$ cat src/rtl/lsu_align.sv
// Load/store alignment unit between the MIPS memory stage and a word-only data memory.
// Sub-word stores become a read-modify-write: a stalled read cycle, then a registered write cycle.
module lsu_align (
  input  logic        clk,
  input  logic        reset,
  input  logic        i_req_valid,
  input  logic [2:0]  i_op,
  input  logic [31:0] i_addr,
  input  logic [31:0] i_wdata,
  input  logic [31:0] i_pc,
  output logic        o_stall,
  output logic [31:0] o_dm_addr,
  output logic [31:0] o_dm_wdata,
  output logic        o_dm_write,
  output logic        o_dm_read,
  input  logic [31:0] i_dm_rdata,
  output logic [31:0] o_dm_wpc,
  output logic [31:0] o_load_data,
  output logic        o_load_valid,
  output logic        o_misalign,
  output logic [7:0]  o_misalign_cnt
);

  localparam logic [2:0] OP_LW  = 3'd0;
  localparam logic [2:0] OP_LH  = 3'd1;
  localparam logic [2:0] OP_LHU = 3'd2;
  localparam logic [2:0] OP_LB  = 3'd3;
  localparam logic [2:0] OP_LBU = 3'd4;
  localparam logic [2:0] OP_SW  = 3'd5;
  localparam logic [2:0] OP_SH  = 3'd6;
  localparam logic [2:0] OP_SB  = 3'd7;

  typedef enum logic {IDLE, WRITE} state_t;

  state_t      r_state;
  logic [31:0] r_merge;
  logic [31:0] r_waddr;
  logic [31:0] r_wpc;
  logic [7:0]  r_misalign_cnt;

  logic        w_misaligned;
  logic        w_subword_store;
  logic [4:0]  w_byte_shift;
  logic [4:0]  w_half_shift;
  logic [31:0] w_byte_lane;
  logic [31:0] w_half_lane;
  logic [31:0] w_merge;
  logic [31:0] w_word_addr;

  assign w_word_addr     = {i_addr[31:2], 2'b00};
  assign w_byte_shift    = {i_addr[1:0], 3'b000};
  assign w_half_shift    = {i_addr[1], 4'b0000};
  assign w_byte_lane     = i_dm_rdata >> w_byte_shift;
  assign w_half_lane     = i_dm_rdata >> w_half_shift;
  assign w_subword_store = (i_op == OP_SH) || (i_op == OP_SB);

  always_comb begin
    w_misaligned = 1'b0;
    case (i_op)
      OP_LW, OP_SW:         w_misaligned = (i_addr[1:0] != 2'b00);
      OP_LH, OP_LHU, OP_SH: w_misaligned = i_addr[0];
      default:              w_misaligned = 1'b0;
    endcase
  end

  // Replace the addressed lane of the current memory word with the store data.
  always_comb begin
    w_merge = i_dm_rdata;
    if (i_op == OP_SB)
      w_merge = (i_dm_rdata & ~(32'h0000_00FF << w_byte_shift))
              | ({24'h0, i_wdata[7:0]} << w_byte_shift);
    else if (i_op == OP_SH)
      w_merge = (i_dm_rdata & ~(32'h0000_FFFF << w_half_shift))
              | ({16'h0, i_wdata[15:0]} << w_half_shift);
  end

  always_comb begin
    o_stall      = 1'b0;
    o_dm_write   = 1'b0;
    o_dm_read    = 1'b0;
    o_load_valid = 1'b0;
    o_misalign   = 1'b0;
    o_dm_addr    = w_word_addr;
    o_dm_wdata   = i_wdata;
    o_dm_wpc     = i_pc;
    o_load_data  = 32'h0;
    if (reset) begin
      o_dm_addr  = w_word_addr;
    end else if (r_state == WRITE) begin
      o_dm_write = 1'b1;
      o_dm_wdata = r_merge;
      o_dm_addr  = r_waddr;
      o_dm_wpc   = r_wpc;
    end else if (i_req_valid) begin
      if (w_misaligned) begin
        o_misalign = 1'b1;
      end else begin
        case (i_op)
          OP_LW: begin
            o_dm_read    = 1'b1;
            o_load_valid = 1'b1;
            o_load_data  = i_dm_rdata;
          end
          OP_LH: begin
            o_dm_read    = 1'b1;
            o_load_valid = 1'b1;
            o_load_data  = {{16{w_half_lane[15]}}, w_half_lane[15:0]};
          end
          OP_LHU: begin
            o_dm_read    = 1'b1;
            o_load_valid = 1'b1;
            o_load_data  = {16'h0, w_half_lane[15:0]};
          end
          OP_LB: begin
            o_dm_read    = 1'b1;
            o_load_valid = 1'b1;
            o_load_data  = {{24{w_byte_lane[7]}}, w_byte_lane[7:0]};
          end
          OP_LBU: begin
            o_dm_read    = 1'b1;
            o_load_valid = 1'b1;
            o_load_data  = {24'h0, w_byte_lane[7:0]};
          end
          OP_SW: begin
            o_dm_write = 1'b1;
          end
          default: begin
            o_dm_read = 1'b1;
            o_stall   = 1'b1;
          end
        endcase
      end
    end
  end

  // Reset also abandons a pending merge, so no write leaks out after reset.
  always_ff @(posedge clk) begin
    if (reset) begin
      r_state        <= IDLE;
      r_merge        <= 32'h0;
      r_waddr        <= 32'h0;
      r_wpc          <= 32'h0;
      r_misalign_cnt <= 8'h0;
    end else begin
      case (r_state)
        IDLE: begin
          if (i_req_valid && w_misaligned) begin
            if (r_misalign_cnt != 8'hFF)
              r_misalign_cnt <= r_misalign_cnt + 8'h1;
          end else if (i_req_valid && w_subword_store) begin
            r_merge <= w_merge;
            r_waddr <= w_word_addr;
            r_wpc   <= i_pc;
            r_state <= WRITE;
          end
        end
        default: r_state <= IDLE;
      endcase
    end
  end

  assign o_misalign_cnt = r_misalign_cnt;

endmodule

$ cat config.mk
export PLATFORM = sky130hd
export DESIGN_NAME = lsu_align
export DESIGN_NICKNAME = d
export VERILOG_FILES = /design/src/rtl/lsu_align.sv
export SDC_FILE = /design/constraint.sdc
export NUM_CORES = 1
export LEC_CHECK = 0
export ABC_AREA = 1
export CORE_MARGIN = 4
export CORE_UTILIZATION = 45
export DETAILED_ROUTE_END_ITERATION = 10
export PLACE_DENSITY = 0.86
export SLEW_MARGIN = 10
export SYNTH_ARGS = -nofsm -noshare
export SYNTH_HDL_FRONTEND = slang
export SYNTH_SLANG_ARGS = --single-unit
$ cat constraint.sdc
create_clock -name clk -period 3.2 [get_ports clk]
set_clock_uncertainty 0.15 [all_clocks]
set_input_delay 0.8 -clock clk [delete_from_list [all_inputs] [get_ports clk]]
set_output_delay 0.8 -clock clk [all_outputs]
set_load 0.01 [all_outputs]
==> summary.md <==
| Metric | Value |
|---|---|
| Core area | 15400 um^2 |
| Die W | 134 um |
| Nets | 1639 |
| Syn avg cell area | 6.10 um^2 |
| Placed Area | 10700 um^2 |
| Final instance area | 11200 um^2 |
| Critical setup path kind | in -> out |
| Via/cell ratio | 5.40 |
| Number of global-route vias before repair | 8676 |
| Critical Path End Type | primary output |
| Post-route antenna net violation count | 0 |
| # port buffers | 272 |
| DRC viols | 0 |
| Die height | 134 um |
| Number of distinct library cells after synthesis | 27 |
| CTS Hold Bufs | 0 |
| Area Growth Syn to Fin | 56.3% |
| Max Clk Rate | 0.317 GHz |
| Power Density | 307 nW/um^2 |
| Starting Density | 46.5% |
| CTS tree | yes |
| Core Util, Final | 72.7% |
| Pleak | 5.40 nW |
| Worst Setup Start Kind | input port |
| Fin cells | 1722 |
| Total grt overflow | 0 |
| Drt first pass iters | 6 |
| Commonest non-fill, non-tap cells in the layout | nand2_1, clkdlybuf4s50_1, nor2_1 |
| Critical Path AT | 2210 ps |
| Top Ports | 275 |
| First-pass GRT wire length | 43700 um |
| Dpl hpwl | 20700 um |
| Fill cell count | 1256 |
| Max_slew headroom | 54.2% |
| Hold path start | r_waddr[7]$_SDFFE_PP0P_ |
| VDD IR max | 0.275 mV |
| Synthesized area | 7180 um^2 |
| Largest fanout on the critical path | 12 |
| Clock transition at path regs | 70 ps |
| Largest net degree at the start of global routing | 65 |
| Final period utilization | 98.7% |
| Hold Fails Final Rpt | 0 |
| Reg2Reg Launch Point | r_state$_SDFF_PP0_ |
| Die area | 18000 um^2 |
| Max Cap Violations | 0 |
| Root Buffer | clkbuf_16 |
| Syn Inst Count | 1177 |
| Drt total wl | 28700 um |
| Synth Warn # | 0 |
| Run status | finished, final reports clean |
| Share of cells above drive strength 1 | 19.5% |
| Dpl cells | 1691 |
| CTS max path bufs | 2 |
| Slew Limit Fails | 0 |
| Setup Viol. Count Final | 0 |
| Num Clock Sinks | 103 |
| CTS buffer count | 9 |
| Commonest non-fill, non-tap cell in the layout | nand2_1 |
| Antenna violations before repair | 2 |
| Total GRT Usage | 29.5% |
| Flops & latches, synth | 103 |
| Rows | 45 |
| Sequential share of the synthesized area | 28.7% |
| HP Class | reg -> reg |
| DR vias | 9297 |
| Crit. Startpoint | reset |
| Post-layout min period | 3160 ps |
| DRT iter0 DRCs | 981 |
| Setup_tns | 0 ps |
| Drt wl/cell | 16.7 um |
| Worst-margin pin slew | 687 ps |
| RePlAce Congestion | 0.978 |
| H-tree level count | 3 |
| Total design power | 3.45 mW |
| Worst-skew pair later-pin latency | 340 ps |
| Critical Path RT | 2250 ps |
where the power goes:
part / switching, mW / total, mW / internal, mW
combinational: 0.545 / 1.07 / 0.521
clock: 0.498 / 1.03 / 0.533
sequential: 0.0200 / 1.35 / 1.33
total: 1.06 / 3.45 / 2.38
path summary, 6_finish.rpt:
kind                                   to  slack, ps  cells past startpoint
setup / recovery             o_dm_wpc[20]         40                      6
hold / removal    r_waddr[7]$_SDFFE_PP0P_        310                      2
setup reg to reg  r_merge[4]$_SDFFE_PP0P_        930                     10
hold reg to reg   r_waddr[7]$_SDFFE_PP0P_        310                      2
routing by layer:
metal | vias to the layer above | global-route usage, % | wire length, um
met3 | 112 | 5.74 | 1990
met4 | 0 | 12.9 | 1450
met2 | 454 | 49.7 | 13700
li1 | 4473 | - | -
met1 | 4258 | 36.6 | 11600
met5 | - | 0 | 0
state kept, by name (all words and copies together), names as in the netlist:
signal and cells:
r_state 1, r_waddr 30, r_merge 32, r_wpc 32, o_misalign_cnt 8
synth_stat cells:
| library cell | count | area (um^2) |
|---|---|---|
| nand2_1 | 325 | 1220 |
| nor2_1 | 141 | 529 |
| a21oi_1 | 140 | 701 |
| nand3_1 | 115 | 576 |
| dfxtp_1 | 103 | 2060 |
| inv_1 | 92 | 345 |
| o21ai_0 | 68 | 340 |
| mux2_2 | 62 | 698 |
| clkbuf_1 | 43 | 161 |
| buf_2 | 28 | 140 |
| nand4_1 | 11 | 68.8 |
| buf_4 | 10 | 75.1 |
| inv_2 | 8 | 30.0 |
| o211ai_1 | 8 | 60.1 |
| nor2_2 | 4 | 25.0 |
| nand2_2 | 3 | 18.8 |
| nor2_4 | 3 | 33.8 |
| clkinv_1 | 2 | 7.51 |
| nor3_1 | 2 | 10.0 |
| xnor2_1 | 2 | 17.5 |
| a21oi_2 | 1 | 8.76 |
| buf_1 | 1 | 3.75 |
| conb_1 | 1 | 3.75 |
| ha_1 | 1 | 12.5 |
| nand3b_2 | 1 | 11.3 |
| o21bai_1 | 1 | 7.51 |
| xor2_1 | 1 | 8.76 |
layout make-up:
class,instances,area (um^2),share of cell area (%)
clock inverters,6,43.8,0.390
clock buffers,10,229,2.04
repair buffers,395,3710,33.0
diodes,2,5.00,0.0446
repair inverters,2,15.0,0.134
flip-flops and latches,103,2060,18.4
well taps,211,264,2.35
inverters,102,393,3.50
multi-input cells,891,4500,40.1
stage by stage:
| stage | hold WS [ps] | setup slack (ps) |
|---|---|---|
| after floorplan | 287 | 133 |
| after global routing | 326 | -16.4 |
| after global placement | 296 | -611 |
| final | 311 | 41.0 |
| after detailed placement | 303 | -672 |
| after CTS | 314 | -43.7 |
critical path: stages:
cell	delay (ps)
buf_2	130
inv_2	60
nand2_4	160
buf_6	200
mux2_2	350
clkdlybuf4s50_1	500
kinds of logic after synthesis:
kind of cell | count (synthesis) | share of synthesized area [%]
compound gates | 218 | 15.6
xor+xnor | 3 | 0.366
fa+ha+maj | 1 | 0.174
buf+inv | 184 | 10.6
flops | 103 | 28.7
mux | 62 | 9.73
other cells | 1 | 0.0523
simple gates | 605 | 34.7
repair_timing:
| action | CTS | global route |
|---|---|---|
| cloned | 3 | 2 |
| setup buffers | 4 | 4 |
| pin swaps | 2 | 8 |
| endpoints found under the setup margin | 53 | 109 |
| gates resized for setup | 188 | 62 |
No activity file was read; power rests on OpenSTA's default activity.
